<file path="src/rtl/inc_seq_gen.sv">
// Incrementing sequence generator: takes (base, len) commands and streams
// base, base+1, ..., base+len-1 (mod 2^width) with a wrap flag per beat.
// Also holds the shared speed-selection package and the IncC incrementer
// that provides the next-value arithmetic.

package lau_pkg;
    typedef enum logic [0:0] {
        SLOW = 1'b0,
        FAST = 1'b1
    } speed_e;
endpackage

// Incrementer Z = A + CI with carry-out. SLOW builds an explicit ripple
// chain, FAST leaves the adder structure to the synthesis tool.
module IncC #(
    parameter int              width = 8,
    parameter lau_pkg::speed_e speed = lau_pkg::FAST
) (
    input  logic [width-1:0] A,
    input  logic             CI,
    output logic [width-1:0] Z,
    output logic             CO
);
    generate
        if (speed == lau_pkg::SLOW) begin : g_ripple
            logic [width:0] carry;
            assign carry[0] = CI;
            for (genvar gi = 0; gi < width; gi++) begin : g_bit
                assign Z[gi]         = A[gi] ^ carry[gi];
                assign carry[gi + 1] = A[gi] & carry[gi];
            end
            assign CO = carry[width];
        end else begin : g_fast
            assign {CO, Z} = {1'b0, A} + (width + 1)'(CI);
        end
    endgenerate
endmodule

module inc_seq_gen #(
    parameter int              width    = 8,
    parameter int              lenWidth = 8,
    parameter lau_pkg::speed_e speed    = lau_pkg::FAST
) (
    input  logic                clk_i,
    input  logic                rst_ni,
    input  logic [width-1:0]    cmd_base_i,
    input  logic [lenWidth-1:0] cmd_len_i,
    input  logic                cmd_valid_i,
    output logic                cmd_ready_o,
    output logic [width-1:0]    out_data_o,
    output logic                out_wrap_o,
    output logic                out_last_o,
    output logic                out_valid_o,
    input  logic                out_ready_i,
    output logic                busy_o
);
    typedef enum logic [0:0] {
        IDLE = 1'b0,
        RUN  = 1'b1
    } state_t;

    state_t              state_reg, state_next;
    logic [width-1:0]    cur_reg, cur_next;
    logic [lenWidth-1:0] rem_reg, rem_next;
    logic                wrap_reg, wrap_next;

    logic [width-1:0]    inc_z;
    logic                inc_co;
    logic                run;
    logic                last;
    logic                cmd_fire;
    logic                beat_fire;
    logic                cmd_nonzero;

    // Next value of the sequence; the carry-out marks the all-ones -> zero step.
    IncC #(
        .width(width),
        .speed(speed)
    ) u_inc (
        .A (cur_reg),
        .CI(1'b1),
        .Z (inc_z),
        .CO(inc_co)
    );

    assign run         = (state_reg == RUN);
    assign last        = run && (rem_reg == '0);
    assign cmd_nonzero = (cmd_len_i != '0);

    // Ready to take a command when idle, or when the final beat leaves this
    // cycle (combinational on out_ready_i so commands chain with no bubble).
    assign cmd_ready_o = !run || (last && out_ready_i);
    assign cmd_fire    = cmd_valid_i && cmd_ready_o;
    assign beat_fire   = run && out_ready_i;

    // Outputs come straight from registers; nothing from cmd_* reaches out_*.
    assign out_valid_o = run;
    assign out_data_o  = cur_reg;
    assign out_wrap_o  = run && wrap_reg;
    assign out_last_o  = last;
    assign busy_o      = run;

    // Next-state and datapath: load on command, step on a non-final beat.
    always_comb begin
        state_next = state_reg;
        cur_next   = cur_reg;
        rem_next   = rem_reg;
        wrap_next  = wrap_reg;
        unique case (state_reg)
            IDLE: begin
                if (cmd_fire && cmd_nonzero) begin
                    cur_next   = cmd_base_i;
                    rem_next   = cmd_len_i - lenWidth'(1);
                    wrap_next  = 1'b0;
                    state_next = RUN;
                end
            end
            RUN: begin
                if (beat_fire) begin
                    if (!last) begin
                        cur_next  = inc_z;
                        wrap_next = inc_co;
                        rem_next  = rem_reg - lenWidth'(1);
                    end else if (cmd_fire && cmd_nonzero) begin
                        cur_next  = cmd_base_i;
                        rem_next  = cmd_len_i - lenWidth'(1);
                        wrap_next = 1'b0;
                    end else begin
                        state_next = IDLE;
                    end
                end
            end
            default: state_next = IDLE;
        endcase
    end

    // State and datapath registers; reset abandons any command at once.
    always_ff @(posedge clk_i or negedge rst_ni) begin
        if (!rst_ni) begin
            state_reg <= IDLE;
            cur_reg   <= '0;
            rem_reg   <= '0;
            wrap_reg  <= 1'b0;
        end else begin
            state_reg <= state_next;
            cur_reg   <= cur_next;
            rem_reg   <= rem_next;
            wrap_reg  <= wrap_next;
        end
    end
endmodule

</file>
<file path="config.mk">
export PLATFORM = sky130hd
export DESIGN_NAME = inc_seq_gen
export DESIGN_NICKNAME = d
export VERILOG_FILES = /design/src/rtl/inc_seq_gen.sv
export SDC_FILE = /design/constraint.sdc
export NUM_CORES = 1
export LEC_CHECK = 0
export CAP_MARGIN = 10
export CORE_ASPECT_RATIO = 2
export CORE_MARGIN = 2
export CORE_UTILIZATION = 48
export CTS_CLUSTER_SIZE = 14
export DETAILED_ROUTE_END_ITERATION = 12
export PLACE_DENSITY = 0.77
export SLEW_MARGIN = 20
export SYNTH_ARGS = -nofsm -noshare
export SYNTH_HDL_FRONTEND = slang
export SYNTH_SLANG_ARGS = --single-unit
export TNS_END_PERCENT = 20
</file>
<file path="constraint.sdc">
create_clock -name clk_i -period 2.2 [get_ports clk_i]
set_input_delay 0.33 -clock clk_i [delete_from_list [all_inputs] [get_ports clk_i]]
set_output_delay 0.33 -clock clk_i [all_outputs]
set_load 0.005 [all_outputs]
</file>
-- Word level (Yosys, flattened, before mapping)
Cells that the tools add are included.
- eq/ne operators: 1
- multiplexer cells: 16
- reduce and logical (&&, ||, !) cells: 10
- bitwise logic cells: 1
- $add $sub $neg: 3
- operators with widths (operator ; count):
    $mux 8 ; 6
    $pmux 8 s2 ; 2
    $sub 8x1->8 const B ; 2
    $add 8x1->9 const B ; 1
    $logic_not 8->1 ; 1
    $reduce_bool 8->1 ; 1
    $logic_and 1x1->1 ; 6
    $mux 1 ; 6
    $pmux 1 s2 ; 2
    $ne 2x1->1 const B ; 1
    $logic_not 1->1 ; 1
    $logic_or 1x1->1 ; 1
    $not 1->1 ; 1
- input bits: 20
- output and inout port bits: 13
- logic and storage cells: 35
- register bits: 18

-- Logic depth before layout (Yosys ltp)
Gate-level depths: netlist of the first run.
- depth after elaboration: 10
- gate-level depth with buffers: 7
- depth with buffers taken out: 6

-- By module
A second synthesis of the first run with hierarchy kept.
- cells, all modules: 141
- area, all modules: 1335.0 µm²
- by module, submodules not included (module ; cells each ; instances ; seq. area each (µm²) ; area each (µm²)):
    inc_seq_gen ; 125 ; 1 ; 450.4 ; 1197.4
    IncC ; 16 ; 1 ; 0.0 ; 137.6

-- Worst setup path before layout of the first run
OpenSTA, ideal clock, no wires.
- path type: flip-flop to flip-flop
- start: register rem_reg[0]
- end: register cur_reg[2], in the netlist out_data_o[2]
- period minus slack after synthesis: 1.913 ns
- data required time: 2.076 ns
- setup time: 0.124 ns
- slack: 0.287 ns
- path buffers: 1
- cell stages (with the launch flop): 8
- arrival time: 1.789 ns
- path through: dfrtp_1 inv_1 ha_1 or3b_2 o21ai_2 buf_6 o22ai_2 a211o_1
- word-level cells in the longest chain between the ends: 10
- RTL lines (what ; RTL line ; source):
    start: declaration ; 64 ; logic [lenWidth-1:0] rem_reg, rem_next;
    start signal: assignment ; 147 ; rem_reg <= rem_next;
    $logic_not 8->1 (*) ; 87 ; assign last = run && (rem_reg == '0);
    $logic_and 1x1->1 (*) ; 87 ;
    $logic_and 1x1->1 ; 92 ; assign cmd_ready_o = !run || (last && out_ready_i);
    $logic_or 1x1->1 ; 92 ;
    $logic_and 1x1->1 ; 93 ; assign cmd_fire = cmd_valid_i && cmd_ready_o;
    $logic_and 1x1->1 ; 111, 124 ;
    $mux 8 ; n/a ;
    $mux 8 ; 120 ; if (!last) begin
    $mux 8 ; 119 ; if (beat_fire) begin
    $pmux 8 s2 (*) ; 109 ; unique case (state_reg)
    end signal: assignment ; 146 ; cur_reg <= cur_next;
    end: declaration ; 63 ; logic [width-1:0] cur_reg, cur_next;
Every way passes the cells marked *; elsewhere a longest branch is shown, timed or not. The select of a mux whose other input is x is not followed.
A chain may end at the register's enable or synchronous reset.

-- Final worst setup path of the first run
- start: register rem_reg[0]
- end: output out_last_o
- word-level cells in the longest chain between the ends: 2
- RTL lines (what ; RTL line ; source):
    $logic_not 8->1 ; 87 ;
    $logic_and 1x1->1 ; 87 ;
    end: declaration ; 52 ; output logic out_last_o,
No other way between the ends.

==> impl_metrics.toml, run 1 <==
[status]
outcome = "finished clean"

[sta]
period_needed_ps = 2130
worst_slew_pin_slew_ps = 466
slew_violations = 0
rsz0062_at_grt = "no"
setup_violations = 0
slew_headroom = 0.686
post-route-period-util = 0.968
hold_viol_final = 0
fin_skew_ps = 3.28
fmax_ghz = 0.470

[die]
coreArea_um2 = 2910
dieArea_um2 = 3470
die_y_um = 81.3
rows = 28
die_x_um = 42.6
io_pins = 33
initial_core_util = 0.493

[clock_tree]
path_clk_slew_ps = 70
cts_buffers = 3
root_buffer = "clkbuf_8"
clkSinkCount = 18
clk_path_buf_depth = 2
ctsHtreeMaxLevel = 1
tritoncts = "yes"
insertion_delay_ps = 260
ctsHoldBuffers = 0

[route]
wl_per_cell_um = 18.6
antenna_left = 0
routed_via_density = 6.47
vias = 1650
dr.first_iter.drc_count = 83
dr.pass1.iters = 4
drc = 0
drt-total-wl_um = 4750

[worst_setup_path]
critPathSlowestCell = "clkdlybuf4s50_1"
cp_max_fo = 5
cp.required_ps = 1870
critical_path_buf_inv_count = 2
cpPeakStageDelay_ps = 500
path_cells = "inv_2 -> ha_4 -> nor3b_4 -> and3_1 -> clkdlybuf4s50_1"
path_class = "reg2out"
arrival_ps = 1800
start_kind = "register"
worst_setup_path_end_kind = "output port"
cpLargestDelayFamily = "buffers and inverters"

[logic_synthesis]
synth_edf_count = 0
avgSynthCellArea_um2 = 8.80
ys_async_sr_fraction = 1.00
synth.area.top_cells = "dfrtp_1 31%, nand2_1 4.7%, ha_1 3.5%, mux2i_1 3.5%, nor3_1 3.5%"
synth_largest_area_cell = "dfrtp_1"
seq_area_frac_synth = 0.314
synth_ff_type = "dfrtp_1"
yosysTopAreaCellShare = 0.314
netlist_instances = 163
yosysUniqueCellTypes = 55
synth-seq-cells = 18
syn-num-nets = 187
ys_top_cells_by_count = "18 x dfrtp_1, 18 x nand2_1, 10 x nor3_1, 9 x inv_1, 8 x nand3_1"
syn_area_um2 = 1430
ys_warn_count = 0

[placement]
gp_congestion = 0.892
dpl_cell_area_um2 = 2000
dp_cells = 250
dp_hpwl_um = 3580
io_buffers = 32

[final_layout]
drive_above_1_share = 0.240
instances_no_fill = 255
fillers = 214
nets = 250
insertedDiodeCount = 0
final_util = 0.721
finalInstanceArea_um2 = 2100
area_growth_pct = 46.2

[global_routing]
grt_max_degree = 19
first_global_vias = 1670
top_usage_layer = "met2"
use_met2 = 0.532
grt_pass1_wl_um = 7760
grt_overflow = 0
antenna_found_initial = 0
grt_util_met1 = 0.317
grt_usage = 0.295
met3_usage = 0.0333

[pwr]
switchingPower_mw = 0.799
sequentialPowerShare = 0.337
p_int_mw = 1.21
clkPwrFrac = 0.138
p_leak_nw = 0.902
total_power_mw = 2.01
ir_worst_vdd_mv = 0.661
p_sw_frac = 0.397
power_frac_comb = 0.525
p_per_area_nw_per_um2 = 958

[job]
maxCapViolCount = 0

[hold_path]
worstHoldPathType = "in2async"
[cell usage in the layout, fill, tap and decap left out, types with 3 or more instances in the layout]
cell type / n
buf_4: 32
clkdlybuf4s50_1: 31
nand2_1: 18
dfrtp_1: 18
nor3_1: 10
nand3_1: 8
inv_1: 7
o211ai_1: 6
mux2i_1: 5
nor4_1: 4
a21oi_1: 4
a22oi_1: 4
a211oi_1: 4
clkbuf_8: 4
and3_1: 3
o32ai_1: 3
nor3b_1: 3
nand4_1: 3
nor2_1: 3
xnor2_1: 3
ha_1: 3
[what timing repair did]
| item | in CTS | in global routing |
|---|---|---|
| pin swaps | 0 | 0 |
| endpoints found under the setup margin | 2 | 3 |
| gates resized for setup | 3 | 4 |
| buffers inserted | 1 | 0 |
[power groups by stage]
stage	registers (mW)	logic [mW]	clock network (mW)
after detailed placement	0.654	0.987	0
after CTS	0.657	1.04	0.278
after floorplan	0.615	0.547	0
final	0.677	1.06	0.277
after global placement	0.642	0.965	0
after global routing	0.693	1.15	0.293
[per-stage QoR]
step	hold WS (ps)	setup TNS (ps)	worst slack (ps)
CTS	418	0	14.6
floorplan	34.4	0	287
detailed placement	504	-633	-121
global route	430	0	2.29
global placement	472	-80.5	-43.2
finish	412	0	70.2
[routing by layer]
| metal | vias up | wire length, um |
|---|---|---|
| met5 | - | 0 |
| met2 | 85 | 2550 |
| li1 | 759 | - |
| met3 | 24 | 297 |
| met4 | 0 | 208 |
| met1 | 782 | 1690 |
[logic make-up after synthesis]
logic type | after synthesis | share of synthesized area
flip-flops | 18 | 0.314
AO/OA/AOI/OAI | 46 | 0.257
XOR/XNOR | 4 | 0.0244
multiplexers | 5 | 0.0349
buffers and inverters | 16 | 0.0515
AND/OR/NAND/NOR | 70 | 0.284
adder cells (fa/ha/maj) | 4 | 0.0349
[worst reg2reg max path, cell delays in order (launching register included)]
cell     delay, ps
dfrtp_1        400
inv_2           90
ha_4           170
or3b_2         490
o21ai_2        330
buf_4          210
mux2i_1        190
o22a_1         160
[final timing paths]
| kind | from | endpoint | slack, ps | cells past startpoint |
|---|---|---|---|---|
| worst max-delay path | rem_reg[0] | out_last_o | 70 | 5 |
| worst min-delay path | rst_ni | out_data_o[6] | 410 | 2 |
| worst max register to register | rem_reg[0] | out_data_o[6] | 110 | 7 |
| worst min register to register | wrap_reg | wrap_reg | 510 | 1 |
| max in group asynchronous | rst_ni | rem_reg[5] | 1590 | 2 |
| min in group clk_i | wrap_reg | wrap_reg | 510 | 1 |
[cell type report]
type	instances	area, um^2	area share
clock buffer	4	55.1	0.0263
inverter	9	33.8	0.0161
multi-input combinational	129	937	0.447
sequential	18	450	0.215
tap	30	37.5	0.0179
timing repair buffer	65	583	0.278
(Power assumes the default switching activity.)
==> run 2, diff against run 1 <==
--- a/config.mk
+++ b/config.mk
@@ -11,9 +11,10 @@
 export CORE_UTILIZATION = 48
 export CTS_CLUSTER_SIZE = 14
 export DETAILED_ROUTE_END_ITERATION = 12
-export PLACE_DENSITY = 0.77
+export PLACE_DENSITY = 0.78
 export SLEW_MARGIN = 20
 export SYNTH_ARGS = -nofsm -noshare
 export SYNTH_HDL_FRONTEND = slang
+export SYNTH_HIERARCHICAL = 1
 export SYNTH_SLANG_ARGS = --single-unit
 export TNS_END_PERCENT = 20
==> constraint.sdc (replaced) <==
create_clock -name clk_i -period 2.1 [get_ports clk_i]
set_input_delay 0.315 -clock clk_i [delete_from_list [all_inputs] [get_ports clk_i]]
set_output_delay 0.315 -clock clk_i [all_outputs]
set_load 0.005 [all_outputs]
==> impl_metrics.toml, run 2 <==
[route]
dr.first_iter.drc_count = 28
drt-total-wl_um = 4080
vias = 1435
wl_per_cell_um = 17.9
drc = 0
antenna_left = 0
dr.pass1.iters = 4
routed_via_density = 6.29

[clock_tree]
cts_buffers = 3
tritoncts = "yes"
clkSinkCount = 18
insertion_delay_ps = 260
ctsHtreeMaxLevel = 1
root_buffer = "clkbuf_8"
path_clk_slew_ps = 70
ctsHoldBuffers = 0
clk_path_buf_depth = 2

[global_routing]
grt_overflow = 0
first_global_vias = 1465
antenna_found_initial = 0
grt_max_degree = 19
grt_pass1_wl_um = 6840
grt_usage = 0.303

[logic_synthesis]
synth.area.mux_share = 0.0159
synth_ff_type = "dfrtp_1"
synth_top_family_by_area = "simple AND/OR/NAND/NOR gates"
synthAdderAreaFrac = 0.0469
synth_edf_count = 0
syn-num-nets = 166
synth-seq-cells = 18
ys_async_sr_fraction = 1.00
synth_largest_area_cell = "dfrtp_1"
synth.area.top_cells = "dfrtp_1 34%, a221o_1 7.5%, xnor2_1 5.2%, and3_1 4.7%, ha_1 4.7%"
yosys.area_share.simple = 0.261
syn_area_um2 = 1340
netlist_instances = 141
seq_area_frac_synth = 0.337
ys_top_cells_by_count = "18 x dfrtp_1, 10 x a221o_1, 10 x and3_1, 8 x nand2_1, 8 x xnor2_1"
avgSynthCellArea_um2 = 9.47
yosysUniqueCellTypes = 45
synth_compound_area_frac = 0.208
synth.most_common_cell = "dfrtp_1"
synth_xor_area_frac = 0.0853
yosysTopAreaCellShare = 0.337
ys_warn_count = 6

[die]
io_pins = 33
initial_core_util = 0.494
coreArea_um2 = 2700
dieArea_um2 = 3240
die_x_um = 41.3
rows = 27
die_y_um = 78.6

[final_layout]
insertedDiodeCount = 0
fillers = 203
drive_above_1_share = 0.266
final_util = 0.738
final_common_cell = "clkdlybuf4s50_1"
area_growth_pct = 49.3
most-common-layout-cells = "30 x clkdlybuf4s50_1, 28 x buf_4, 16 x dfrtp_1"
nets = 225

[sta]
fmax_ghz = 0.494
fin_skew_ps = 4.19
hold_viol_final = 0
post-route-period-util = 0.963
period_needed_ps = 2020
slew_violations = 0
setup_violations = 0

[pwr]
total_power_mw = 2.13
ir_worst_vdd_mv = 0.596
p_per_area_nw_per_um2 = 1070
p_leak_nw = 0.907

[job]
maxCapViolCount = 0

[placement]
io_buffers = 32
gp_congestion = 0.958
dp_hpwl_um = 3160

[worst_setup_path]
cp.required_ps = 2300
worst_setup_path_end_kind = "register"
start_kind = "register"
cp_max_fo = 3
arrival_ps = 2220
path_class = "reg2reg"

[status]
outcome = "finished clean"

[hold_path]
worstHoldPathType = "in2async"
-- run 2: report_power, final --
group / switching [mW] / internal, mW
registers: 0.227 / 0.489
logic: 0.458 / 0.667
clock network: 0.125 / 0.167
total: 0.810 / 1.32
-- run 2: timing repair --
item                       4_1_cts  5_1_grt
pin swaps                        0        2
cloned                           0        0
setup endpoints to repair       13        1
gates resized for setup          7        9
buffers inserted                 1        3
-- run 2: final timing paths --
| path | slack [ps] | to | depth (start not counted) | start |
|---|---|---|---|---|
| worst max-delay path | 80 | rem_reg[7] | 6 | rem_reg[1] |
| worst min-delay path | 390 | out_data_o[4] | 2 | rst_ni |
| worst max register to register | 80 | rem_reg[7] | 6 | rem_reg[1] |
| worst min register to register | 520 | wrap_reg | 1 | wrap_reg |
| max in group asynchronous | 1490 | rem_reg[6] | 2 | rst_ni |
| min in group clk_i | 520 | wrap_reg | 1 | wrap_reg |
-- run 2: layout make-up --
| cell class | instances | area [um^2] | share of cell area |
|---|---|---|---|
| Clock buffer | 4 | 55.1 | 0.0276 |
| Sequential cell | 18 | 453 | 0.227 |
| Multi-Input combinational cell | 111 | 895 | 0.449 |
| Timing Repair Buffer | 60 | 532 | 0.267 |
| Tap cell | 29 | 36.3 | 0.0182 |
| Inverter | 6 | 22.5 | 0.0113 |
-- run 2: kinds of logic (layout without fill, tap and decap cells) --
logic type | after synthesis | after routing
AND/OR/NAND/NOR | 55 | 55
AO/OA/AOI/OAI | 35 | 35
flip-flops | 18 | 18
XOR/XNOR | 13 | 13
buffers and inverters | 12 | 70
adder cells (fa/ha/maj) | 5 | 5
multiplexers | 2 | 2
other | 1 | 1
-- run 2: layer usage --
layer / track usage / vias to the layer above / part of all wire
met3: 0.0367 / 20 / 0.045
met1: 0.315 / 702 / 0.35
met2: 0.530 / 58 / 0.55
li1: - / 655 / -
met5: 0 / - / 0
met4: 0.158 / 0 / 0.049
-- run 2: worst max-delay path, cell delays in order, from the launching register on --
cell and delay [ps]:
dfrtp_1 390, buf_4 140, buf_4 130, or4_4 550, or4_1 480, a21oi_1 160, a221o_1 130
-- run 2: per-stage QoR --
step	area, um^2	setup WS [ps]	hold WS, ps	instances	setup TNS [ps]
6_report	1990	77.6	387	228	0
5_1_grt	1990	-1.18	416	228	-1.18
4_1_cts	1930	-98.7	392	225	-98.7
3_5_place_dp	1840	-276	509	220	-3020
3_3_place_gp	1840	-155	498	220	-1630
2_1_floorplan	1340	284	19.4	141	0
==> variant, RTL diff (flow settings as in run 1) <==
Make the reset (`rst_ni`) synchronous in one clocked block.
--- a/src/rtl/inc_seq_gen.sv
+++ b/src/rtl/inc_seq_gen.sv
@@ -137,3 +137,3 @@
     // State and datapath registers; reset abandons any command at once.
-    always_ff @(posedge clk_i or negedge rst_ni) begin
+    always_ff @(posedge clk_i) begin
         if (!rst_ni) begin
Function: differs if rst_ni is asserted again (counterexample within 4 cycles, from zero or initial values and one cycle with rst_ni low); with rst_ni held inactive, the same outputs for 10 cycles.
==> variant against run 1 <==
  * Global-route usage fell by 3.3 points
  * Largest cell class unchanged
  * Via count is 5.9% lower
  * Final area decreased by 10%
  * Area after synthesis fell by 6.3%
  * Setup slack worse by 1.8 ps
  * Core utilization decreased by 2.4 points
  * Clock skew barely moved
  * Wire length shrank 14%
  * Fmax hardly changed
  * Register-to-register slack better by 110 ps
  * Sequential cell count stayed put
Power is not compared: it rests on default switching activity, and its combinational part moved more than twofold at a synthesized area within 25%.
==> variant: results <==
[run_status]
status = "complete, no violations"

[worst_setup_path]
r2r_end = "out_data_o[2]"
cp-endpoint = "out_last_o"
rrSetupSlack_ps = 220
rr_startpoint = "rem_reg[6]"
startpoint = "rem_reg[6]"
reg2reg_depth = 6

[finish]
nMultiInputCombCells = 125
num-nonclk-inverters = 14
final-nonclk-buf-share_pct = 26.58
multi_input_area_share_pct = 46.64
nets = 242
fillers = 226
seqCellArea_um2 = 360.3
signal_buffers = 56
clockNetworkAreaShare_pct = 2.924
seq_cells = 18

[hold_path]
holdCritPathClass = "reg2reg"
whs_path_depth = 1

[cts]
ctsResizeCount = 2
htreeDepth = 1

[placed_design]
placement.cell_area_um2 = 1799
dp_hpwl_mm = 3.216
gp_congestion = 0.9882

[logic_synthesis]
synthXorXnorAreaFrac_pct = 4.562
synth.area.mux_share_pct = 1.490
synth_fp_nets = 190
synth_cell_type_count = 47
synth_compound_area_share_pct = 30.91
async_flop_share_pct = 0
synth_ff_type = "dfxtp_1"
yosysSeqAreaShare_pct = 26.82

[global_routing]
grt_pass1_vias = 1600
grt_pass1_wl_mm = 6.706
use_met1_pct = 23.07
grt_max_degree = 12
grt_usage_pct = 26.16
grt_use_met2_pct = 48.44

[power_and_ir_drop]
comb-power_w = 0.000496

[detailed_routing]
drt_iter0_drc = 50
vias_per_cell = 6.309
routed-wl-met2_mm = 2.291
wire_per_inst_um = 16.66
met3_length_um = 209
wl_met1_mm = 1.329

[sta]
finalClockSkew_ps = 3.171
hold_ws_ps = 531.0
max_slew.worst_pin.slew_ps = 491.9

[floorplanning]
core_area_um2 = 2703
## variant: cell types whose count changed after synthesis, moves of 9 or more
cell     change
dfrtp_1     -18
dfxtp_1     +18
nand2_1     -13
nor2_1      +10
a21oi_1      +9
o21ai_0      +9
## variant: critical path, cell delays in order (launching register included)
cell	delay, ps
dfxtp_1	370
nor4_4	300
buf_4	170
and4_1	200
clkdlybuf4s50_1	500
## variant: metrics by stage
step | util, % | setup TNS [ps] | cells | power, W | setup WS, ps
2_1_floorplan | - | 0 | 166 | 0.0007011 | 480.3
3_3_place_gp | 66.57 | -392.2 | 240 | 0.0008912 | -85.91
3_5_place_dp | 66.57 | -833.2 | 240 | 0.0009049 | -156.2
4_1_cts | 69.21 | 0 | 245 | 0.001191 | 2.485
5_1_grt | 69.68 | -6.935 | 246 | 0.001273 | -6.935
6_report | 69.68 | 0 | 246 | 0.001213 | 68.38
